File: config.mk
export PLATFORM = sky130hd
export DESIGN_NAME = dcache_controller_flat
export DESIGN_NICKNAME = d
export VERILOG_FILES = /design/src/rtl/dcache_pkg.sv /design/src/rtl/dcache_controller_if.sv /design/src/rtl/dcache_tag_store.sv /design/src/rtl/dcache_controller.sv /design/src/flat_wrapper.sv
export SDC_FILE = /design/constraint.sdc
export NUM_CORES = 1
export LEC_CHECK = 0
export CAP_MARGIN = 10
export CORE_MARGIN = 3
export CORE_UTILIZATION = 45
export DETAILED_ROUTE_END_ITERATION = 12
export SYNTH_ARGS = -nofsm -noshare
export SYNTH_HDL_FRONTEND = slang
export SYNTH_SLANG_ARGS = --single-unit
File: constraint.sdc
create_clock -name clk -period 5.2 [get_ports clk]
set_input_delay 0.52 -clock clk [delete_from_list [all_inputs] [get_ports clk]]
set_output_delay 0.52 -clock clk [all_outputs]
set_load 0.02 [all_outputs]
File: src/rtl/dcache_pkg.sv
// Shared widths and state encoding for the direct-mapped, write-through data cache controller.
package dcache_pkg;

   localparam int DC_ADDR_W   = 10;
   localparam int DC_INDEX_W  = 4;
   localparam int DC_OFFSET_W = 2;
   localparam int DC_TAG_W    = DC_ADDR_W - DC_INDEX_W - DC_OFFSET_W;
   localparam int DC_LINES    = 1 << DC_INDEX_W;

   localparam logic [1:0] ST_IDLE      = 2'd0;
   localparam logic [1:0] ST_READ_MISS = 2'd1;
   localparam logic [1:0] ST_WRITE_MEM = 2'd2;

   typedef enum logic [1:0] {
      IDLE      = ST_IDLE,
      READ_MISS = ST_READ_MISS,
      WRITE_MEM = ST_WRITE_MEM
   } dc_state_t;

endpackage

File: src/rtl/dcache_controller_if.sv
// Core load/store control, data-array write port and main-memory port of the data cache.
interface dcache_controller_if
   import dcache_pkg::*;
#(
   parameter int ADDR_W   = DC_ADDR_W,
   parameter int INDEX_W  = DC_INDEX_W,
   parameter int OFFSET_W = DC_OFFSET_W
);
   logic                cpu_rd;
   logic                cpu_wr;
   logic [ADDR_W-1:0]   cpu_addr;
   logic                stall;
   logic                hit;
   logic                arr_we;
   logic [INDEX_W-1:0]  arr_index;
   logic [OFFSET_W-1:0] arr_offset;
   logic                arr_src;
   logic                mem_req;
   logic                mem_we;
   logic [ADDR_W-1:0]   mem_addr;
   logic                mem_ack;

   // master: core + memory side; slave: the cache controller
   modport master (
      output cpu_rd, cpu_wr, cpu_addr, mem_ack,
      input  stall, hit, arr_we, arr_index, arr_offset, arr_src,
             mem_req, mem_we, mem_addr
   );

   modport slave (
      input  cpu_rd, cpu_wr, cpu_addr, mem_ack,
      output stall, hit, arr_we, arr_index, arr_offset, arr_src,
             mem_req, mem_we, mem_addr
   );

endinterface

File: src/rtl/dcache_tag_store.sv
// Tag/valid array: combinational lookup, registered line install, async clear of valid bits.
module dcache_tag_store
   import dcache_pkg::*;
#(
   parameter int INDEX_W = DC_INDEX_W,
   parameter int TAG_W   = DC_TAG_W
) (
   input  logic               clk,
   input  logic               rst_n,
   input  logic [INDEX_W-1:0] rd_index,
   input  logic [TAG_W-1:0]   rd_tag,
   output logic               rd_hit,
   input  logic               wr_en,
   input  logic [INDEX_W-1:0] wr_index,
   input  logic [TAG_W-1:0]   wr_tag
);

   localparam int LINES = 1 << INDEX_W;

   logic [TAG_W-1:0] tag_q [LINES];
   logic [LINES-1:0] valid_q;

   // Tags need no reset: a line is only trusted once its valid bit is set.
   always_ff @(posedge clk) begin
      if (wr_en) begin
         tag_q[wr_index] <= wr_tag;
      end
   end

   always_ff @(posedge clk or negedge rst_n) begin
      if (!rst_n) begin
         valid_q <= '0;
      end else if (wr_en) begin
         valid_q[wr_index] <= 1'b1;
      end
   end

   assign rd_hit = valid_q[rd_index] && (tag_q[rd_index] == rd_tag);

endmodule

File: src/rtl/dcache_controller.sv
// Sequencing FSM for a direct-mapped, write-through, no-write-allocate data cache.
//
//  state     | meaning
//  ----------+--------------------------------------------------------------
//  IDLE      | serve load hits; detect load miss or store and latch req_addr
//  READ_MISS | fetch the whole line word by word, writing each into the array
//  WRITE_MEM | write the store through to memory, core stalled until ack
module dcache_controller
   import dcache_pkg::*;
#(
   parameter int ADDR_W   = DC_ADDR_W,
   parameter int INDEX_W  = DC_INDEX_W,
   parameter int OFFSET_W = DC_OFFSET_W
) (
   input  logic             clk,
   input  logic             rst_n,
   dcache_controller_if.slave bus
);

   localparam int TAG_W = ADDR_W - INDEX_W - OFFSET_W;

   dc_state_t           state;
   logic [OFFSET_W-1:0] fill_cnt;
   logic [ADDR_W-1:0]   req_addr;

   logic [TAG_W-1:0]    cpu_tag;
   logic [INDEX_W-1:0]  cpu_index;
   logic [OFFSET_W-1:0] cpu_offset;
   logic [TAG_W-1:0]    req_tag;
   logic [INDEX_W-1:0]  req_index;
   logic [OFFSET_W-1:0] req_offset;

   logic                lookup_hit;
   logic                is_store;
   logic                is_load;
   logic                fill_last;
   logic                tag_we;

   assign cpu_tag    = bus.cpu_addr[ADDR_W-1:INDEX_W+OFFSET_W];
   assign cpu_index  = bus.cpu_addr[INDEX_W+OFFSET_W-1:OFFSET_W];
   assign cpu_offset = bus.cpu_addr[OFFSET_W-1:0];
   assign req_tag    = req_addr[ADDR_W-1:INDEX_W+OFFSET_W];
   assign req_index  = req_addr[INDEX_W+OFFSET_W-1:OFFSET_W];
   assign req_offset = req_addr[OFFSET_W-1:0];

   // A simultaneous read and write request is handled as a store.
   assign is_store  = bus.cpu_wr;
   assign is_load   = bus.cpu_rd && !bus.cpu_wr;
   assign fill_last = (fill_cnt == {OFFSET_W{1'b1}});
   assign tag_we    = (state == READ_MISS) && bus.mem_ack && fill_last;

   dcache_tag_store #(
      .INDEX_W (INDEX_W),
      .TAG_W   (TAG_W)
   ) u_tag_store (
      .clk      (clk),
      .rst_n    (rst_n),
      .rd_index (cpu_index),
      .rd_tag   (cpu_tag),
      .rd_hit   (lookup_hit),
      .wr_en    (tag_we),
      .wr_index (req_index),
      .wr_tag   (req_tag)
   );

   always_ff @(posedge clk or negedge rst_n) begin
      if (!rst_n) begin
         state    <= IDLE;
         fill_cnt <= '0;
         req_addr <= '0;
      end else begin
         case (state)
            IDLE: begin
               if (is_store) begin
                  req_addr <= bus.cpu_addr;
                  state    <= WRITE_MEM;
               end else if (is_load && !lookup_hit) begin
                  req_addr <= bus.cpu_addr;
                  fill_cnt <= '0;
                  state    <= READ_MISS;
               end
            end
            READ_MISS: begin
               if (bus.mem_ack) begin
                  fill_cnt <= fill_cnt + 1'b1;
                  if (fill_last) begin
                     state <= IDLE;
                  end
               end
            end
            WRITE_MEM: begin
               if (bus.mem_ack) begin
                  state <= IDLE;
               end
            end
            default: state <= IDLE;
         endcase
      end
   end

   logic stall_d;
   logic hit_d;
   logic arr_we_d;
   logic mem_req_d;

   always_comb begin
      stall_d        = 1'b0;
      hit_d          = 1'b0;
      arr_we_d       = 1'b0;
      mem_req_d      = 1'b0;
      bus.arr_src    = 1'b0;
      bus.mem_we     = 1'b0;
      bus.mem_addr   = req_addr;
      bus.arr_index  = req_index;
      bus.arr_offset = req_offset;
      case (state)
         IDLE: begin
            bus.arr_index  = cpu_index;
            bus.arr_offset = cpu_offset;
            hit_d          = is_load && lookup_hit;
            stall_d        = is_store || (is_load && !lookup_hit);
            arr_we_d       = is_store && lookup_hit;
         end
         READ_MISS: begin
            stall_d        = 1'b1;
            mem_req_d      = 1'b1;
            bus.mem_addr   = {req_addr[ADDR_W-1:OFFSET_W], fill_cnt};
            bus.arr_offset = fill_cnt;
            bus.arr_src    = 1'b1;
            arr_we_d       = bus.mem_ack;
         end
         WRITE_MEM: begin
            stall_d      = !bus.mem_ack;
            mem_req_d    = 1'b1;
            bus.mem_we   = 1'b1;
         end
         default: ;
      endcase
   end

   // Handshake outputs fall the instant reset is asserted, even while the core still requests.
   assign bus.stall   = stall_d   && rst_n;
   assign bus.hit     = hit_d     && rst_n;
   assign bus.arr_we  = arr_we_d  && rst_n;
   assign bus.mem_req = mem_req_d && rst_n;

endmodule

File: src/flat_wrapper.sv
// flat-port wrapper written by rule: the top's interface ports become plain ports
module dcache_controller_flat import dcache_pkg::*;
#(
   parameter int ADDR_W   = DC_ADDR_W,
   parameter int INDEX_W  = DC_INDEX_W,
   parameter int OFFSET_W = DC_OFFSET_W
)
  (clk, rst_n, bus_cpu_rd, bus_cpu_wr, bus_cpu_addr, bus_mem_ack, bus_stall, bus_hit, bus_arr_we, bus_arr_index, bus_arr_offset, bus_arr_src, bus_mem_req, bus_mem_we, bus_mem_addr);
  dcache_controller_if #(.ADDR_W(ADDR_W), .INDEX_W(INDEX_W), .OFFSET_W(OFFSET_W)) bus_i ();
  input  logic clk;
  input  logic rst_n;
  input wire logic [$bits(bus_i.cpu_rd)-1:0] bus_cpu_rd;
  input wire logic [$bits(bus_i.cpu_wr)-1:0] bus_cpu_wr;
  input wire logic [$bits(bus_i.cpu_addr)-1:0] bus_cpu_addr;
  input wire logic [$bits(bus_i.mem_ack)-1:0] bus_mem_ack;
  output wire logic [$bits(bus_i.stall)-1:0] bus_stall;
  output wire logic [$bits(bus_i.hit)-1:0] bus_hit;
  output wire logic [$bits(bus_i.arr_we)-1:0] bus_arr_we;
  output wire logic [$bits(bus_i.arr_index)-1:0] bus_arr_index;
  output wire logic [$bits(bus_i.arr_offset)-1:0] bus_arr_offset;
  output wire logic [$bits(bus_i.arr_src)-1:0] bus_arr_src;
  output wire logic [$bits(bus_i.mem_req)-1:0] bus_mem_req;
  output wire logic [$bits(bus_i.mem_we)-1:0] bus_mem_we;
  output wire logic [$bits(bus_i.mem_addr)-1:0] bus_mem_addr;
  assign bus_i.cpu_rd = bus_cpu_rd;
  assign bus_i.cpu_wr = bus_cpu_wr;
  assign bus_i.cpu_addr = bus_cpu_addr;
  assign bus_i.mem_ack = bus_mem_ack;
  assign bus_stall = bus_i.stall;
  assign bus_hit = bus_i.hit;
  assign bus_arr_we = bus_i.arr_we;
  assign bus_arr_index = bus_i.arr_index;
  assign bus_arr_offset = bus_i.arr_offset;
  assign bus_arr_src = bus_i.arr_src;
  assign bus_mem_req = bus_i.mem_req;
  assign bus_mem_we = bus_i.mem_we;
  assign bus_mem_addr = bus_i.mem_addr;
  dcache_controller #(.ADDR_W(ADDR_W), .INDEX_W(INDEX_W), .OFFSET_W(OFFSET_W)) u_core (.clk(clk), .rst_n(rst_n), .bus(bus_i));
endmodule
### Yosys cells after proc, flatten, opt, wreduce, memory -nomap -nowiden

Memory sizes are Yosys's and may differ from the RTL's.
Index checks and enable logic that the tools add are counted.

| operators by class | value |
|---|---|
| mux-type cells | 27 |
| magnitude comparators | 3 |
| equality and inequality tests | 10 |
| add/sub/neg operators | 1 |
| bitwise logic cells | 1 |
| reductions and logical operators | 23 |

Operators with widths:

| cell | count |
|---|---|
| 2-to-1 mux 10 bit | 2 |
| 2-to-1 mux 2 bit | 9 |
| OR 16 bit | 1 |
| logical AND 1 bit | 12 |
| < comparator 4 x 5 -> 1 bit, second input constant | 2 |
| 2-to-1 mux 1 bit | 8 |
| one-hot mux 2 bit (2 select lines) | 2 |
| AND reduction 4 bit | 2 |
| inequality test 2 bit, second input constant | 3 |
| one-hot mux 2 bit (3 select lines) | 1 |
| binary-select mux 1 bit (select 4 bit) | 1 |
| demux 1 bit (select 4 bit) | 1 |
| == test 2 bit, second input constant | 2 |
| == test 4 bit | 1 |
| >= comparator 4 x 1 -> 1 bit, second input constant | 1 |
| 2-to-1 mux 4 bit | 1 |
| inequality test 2 x 1 -> 1 bit, second input constant | 2 |
| nonzero test 2 bit | 2 |
| logical NOT 1 bit | 3 |
| inequality test 3 x 2 -> 1 bit, second input constant | 1 |
| one-hot mux 1 bit (3 select lines) | 1 |
| adder 2 x 1 -> 2 bit, second input constant | 1 |
| == test 2 x 1 -> 1 bit, second input constant | 1 |
| logical NOT 2 bit | 1 |
| other kinds (4) | 4 |

| storage, ports and cells | value |
|---|---|
| flip-flop bits (word level) | 30 |
| RAM bits | 64 |
| logic and storage cells | 70 |
| input port bits | 15 |
| memories | 1 |
| output and inout bits | 22 |

Memories:

| name | depth | width | read ports | clocked after memory_dff | write ports | RTL line | RTL |
|---|---|---|---|---|---|---|---|
| u_core.u_tag_store.tag_q | 16 | 4 | 1 | 0 | 1 | dcache_tag_store.sv:20 | `logic [TAG_W-1:0] tag_q [LINES];` |

### Depth between registers and ports, before layout

| logic depth | value |
|---|---|
| word-level depth | 8 |
| gate-level depth with buffers | 10 |
| mapped depth without buffers | 7 |

### Hierarchy

Synthesis repeated with hierarchy kept, for this count alone.

| unflattened totals | value |
|---|---|
| cell total of the unflattened synthesis | 260 |
| area total of the unflattened synthesis | 4191.5 um^2 |

Modules (own cells, without submodules):

| module | area an instance (um^2) | times used | cells an instance | sequential area each (um^2) |
|---|---|---|---|---|
| dcache_tag_store | 3233.1 | 1 | 167 | 2322.2 |
| dcache_controller | 958.4 | 1 | 93 | 350.3 |

### Worst setup path before layout

OpenSTA, ideal clock, no wires.

| timing path | value |
|---|---|
| path kind | input-to-output |
| start point | input bus_cpu_addr[2] |
| end point | output bus_stall |
| data required time | 4680 ps |
| data arrival time | 2707 ps |
| path buffers | 3 |
| cell stages on the path | 9 |
| slack | 1973 ps |
| cell sequence | buf_6 buf_8 mux4_1 mux4_2 and3_4 a21oi_2 o21ai_2 buf_6 a21oi_1 |

| between the ends | value |
|---|---|
| cells in the longest elaborated chain, start to end | 8 |
| elaborated cells between the ends (all ways) | 10 |
| those cells by class | 1 x eq/ne; 3 x mux; 5 x reduce/logical; 1 x memory |

Ends and longest elaborated chain:

| what | RTL line | RTL |
|---|---|---|
| start: declaration | flat_wrapper.sv:14 | `input wire logic [$bits(bus_i.cpu_addr)-1:0] bus_cpu_addr;` |
| memory read (16 x 4 bit) or binary-select mux 1 bit (select 4 bit) (tied branches) | n/a |  |
| == test 4 bit or 2-to-1 mux 1 bit (tied branches) | dcache_tag_store.sv:38 | `assign rd_hit = valid_q[rd_index] && (tag_q[rd_index] == rd_tag);` |
| logical AND 1 bit * | dcache_tag_store.sv:38 |  |
| logical NOT 1 bit * | dcache_controller.sv:121 | `stall_d = is_store \|\| (is_load && !lookup_hit);` |
| logical AND 1 bit * | dcache_controller.sv:121 |  |
| logical OR 1 bit * | dcache_controller.sv:121 |  |
| one-hot mux 1 bit (3 select lines) * | dcache_controller.sv:116 | `case (state)` |
| logical AND 1 bit * | dcache_controller.sv:142 | `assign bus.stall = stall_d && rst_n;` |
| end: declaration | flat_wrapper.sv:16 | `output wire logic [$bits(bus_i.stall)-1:0] bus_stall;` |

Every way passes the cells marked *; elsewhere a longest branch is shown, timed or not. The select of a mux whose other input is x is not followed.

### Worst setup path in the final report

Same ends and word-level chain as after synthesis.

==> flow_summary.yaml <==
critical_path:
  criticalPathCategory: "primary input to primary output"
  cpMaxStageDelayCell: "clkdlybuf4s50_1"
  crit-reg2reg-launch: "u_core.u_tag_store.tag_q[9][3]"
  critPathCaptureType: "primary output"
  crit_arrival_ps: 4120
  crit_path_cell_trace: "clkdlybuf4s50_1 -> buf_4 -> mux4_2 -> and4b_1 -> nor4_1 -> a21oi_2 -> a21oi_2 -> o21ai_2 -> a21oi_1 -> clkdlybuf4s50_1"
  worst-path-max-fanout: 14
  crit_family: "buffers and inverters"
  critPathRequiredTime_ps: 4680
  cp_slowest_stage_delay_ps: 1060
  r2r_slack_ps: 2300
  rr_endpoint: "u_core.req_addr[0]"
  path_buf_inv: 3
  critPathLaunchType: "primary input"
  ff2ff_path_depth: 8
clock_tree:
  hold_buffers: 0
  clockRootBuffer: "clkbuf_8"
  numCtsBuffers: 9
  cts_resized: 0
  cts.sinks: 94
  cts_max_path_buffers: 2
  cts_tree: "yes"
  clock_latency_ps: 350
  h-tree-depth: 3
  clkSlewWorstSetupHoldPaths_ps: 90
  post-cts-setup-buffers: 0
synth:
  yosys_warnings: 0
  synth-main-ff-cell: "edfxtp_1"
  postSynthCellCount: 267
  synth_edf_count: 64
  synth.top_cells.by_area: "edfxtp_1, dfrtp_1, mux4_1, mux4_2, mux2_4"
  syn_avg_cell_area_um2: 16.0
  netlist_area_um2: 4270
  synthArstFlopShare_pct: 31.9
  synth_area_leader_cell: "edfxtp_1"
  synthDistinctLibCells: 42
  syn_nets: 287
  ys_seq_elements: 94
  yosysSeqAreaShare_pct: 62.6
  synth_top_area_share_pct: 45.0
routing:
  num_vias: 2332
  vias_per_cell: 5.45
  dr.first_iter.drc_count: 116
  detail_route.wirelength_um: 8720
  first_pass_iters: 4
  drc: 0
  wl_per_cell_um: 20.4
  antenna_left: 0
pwr:
  p_total_mw: 2.18
  power.leakage_nw: 1.89
  ir_worst_vdd_uv: 229
  power.density_nw_per_um2: 448
timing:
  rsz0062_at_grt: "false"
  fmax_ghz: 0.216
  finalSetupTns_ps: 0
  tightest_slew_ps: 937
  finalHoldViolCount: 0
  fin_skew_ps: 9.59
  hold-worst-slack_ps: 466
  finalCritPeriodShare_pct: 89.2
  setup_slack_ps: 562
  maxSlewHeadroom_pct: 37.0
  maxSlewViolCount: 0
  min_period_ps: 4640
  setup_viol: 0
hold_path:
  holdCritPathClass: "flip-flop to flip-flop"
  min_to: "u_core.u_tag_store.valid_q[8]"
  hp-start: "u_core.u_tag_store.valid_q[8]"
  min_path_cells: 1
die:
  fp.coreArea_um2: 8980
  die_w_um: 103
  io_pins: 37
  die_area_um2: 10700
  start_util_pct: 47.5
  row_count: 34
  die_y_um: 103
grt:
  grt_pass1_vias: 2308
  grt_max_degree: 35
  grt_overflow: 0
  grt_pass1_wl_um: 13400
  grt_use_total_pct: 17.8
  antenna_found_initial: 0
placement:
  place_hpwl_um: 5970
  dpl.cell_count: 412
  place_area_um2: 4670
  place_ws_ps: 529
  gp_congestion: 0.855
  io_buffers: 36
final_layout:
  layout-drive-gt1-share_pct: 19.5
  final_core_util_pct: 54.1
  areaGrowthSynthToFinish_pct: 13.9
  num_antenna_cells: 0
  final_area_um2: 4860
  fillers: 737
  nets: 317
  fin_cells: 428
flow_run:
  drv_cap: 0
run_status:
  run_status: "complete, no violations"
==> worst max path at each step <==
| stage | from | end | slack [ps] | cells past startpoint |
|---|---|---|---|---|
| 3_3_place_gp | bus_cpu_addr[2] | bus_arr_we | 540 | 9 |
| 3_5_place_dp | bus_cpu_addr[2] | bus_stall | 530 | 10 |
| 2_1_floorplan | bus_cpu_addr[2] | bus_stall | 1970 | 9 |
| 4_1_cts | bus_cpu_addr[2] | bus_stall | 520 | 10 |
| 5_1_grt | bus_cpu_addr[2] | bus_stall | 350 | 10 |
| 6_report | bus_cpu_addr[2] | bus_stall | 560 | 10 |
==> sequential cells by signal, indices dropped and copies added, names as in the netlist <==
signal,cells
u_core.req_addr,10
u_core.fill_cnt,2
u_core.state,2
u_core.u_tag_store.tag_q,64
u_core.u_tag_store.valid_q,16
==> placed cells by master, fill, tap and decap left out, types with 2 or more instances in the layout <==
cell type	instances
or2_2	16
and2_1	2
buf_4	4
clkbuf_8	9
nor2b_1	2
mux2_4	9
nand2b_1	4
mux4_1	16
nor3_1	6
nor2_1	17
o21ai_0	4
clkdlybuf4s50_1	36
a21oi_1	7
mux2_2	4
dfrtp_1	30
ha_1	5
nand3_1	8
a21oi_2	2
mux2i_1	2
edfxtp_1	64
inv_1	8
mux4_2	8
xnor2_1	2
nand2_1	15
clkinvlp_4	2
==> kinds of logic (layout without fill, tap and decap cells) <==
group | Yosys count | in the layout | share of synthesized area (%)
flops | 94 | 94 | 62.6
compound gates | 19 | 19 | 2.82
mux | 40 | 40 | 19.0
simple gates | 77 | 77 | 9.33
xor+xnor | 3 | 3 | 0.616
buf+inv | 29 | 64 | 4.11
fa+ha+maj | 5 | 5 | 1.47
==> report_power, final <==
group	switching (mW)	internal, mW	total [mW]
Combinational	0.305	0.319	0.624
Clock	0.246	0.221	0.467
Sequential	0.149	0.937	1.09
==> synthesized netlist by cell type (all sizes together) (4+ instances only) <==
library cell / instances
nand2b: 4
or2: 16
nor3: 6
a21oi: 9
mux2: 14
nand2: 15
edfxtp: 64
clkbuf: 8
dfrtp: 30
buf: 13
nor2: 17
nand3: 8
ha: 5
inv: 8
o21ai: 6
mux4: 24
==> final cells by class <==
| cell class | count | area [µm²] | share of cell area [%] |
|---|---|---|---|
| well taps | 126 | 158 | 3.24 |
| clock inverters | 6 | 62.6 | 1.29 |
| flip-flops and latches | 94 | 2670 | 55.0 |
| clock buffers | 10 | 128 | 2.63 |
| repair buffers | 40 | 390 | 8.03 |
| inverters | 8 | 30.0 | 0.618 |
| multi-input cells | 144 | 1420 | 29.2 |
==> metal layers <==
layer / routed length, µm / track usage [%] / vias up
li1: - / - / 1065
met3: 377 / 3.89 / 12
met1: 3780 / 24.1 / 1187
met2: 4410 / 28.3 / 68
met4: 152 / 6.97 / 0
met5: 0 / 0 / -
==> worst register-to-register path: cells and delay by family (launching register included) <==
family | cells | cell delay, ps
AOI/OAI and AO/OA | 2 | 210
and+or+nand+nor | 1 | 250
DFF | 1 | 380
buffers and inverters | 1 | 260
xor gates and xnor gates | 1 | 240
muxes | 3 | 1450
(Power assumes the default switching activity.)
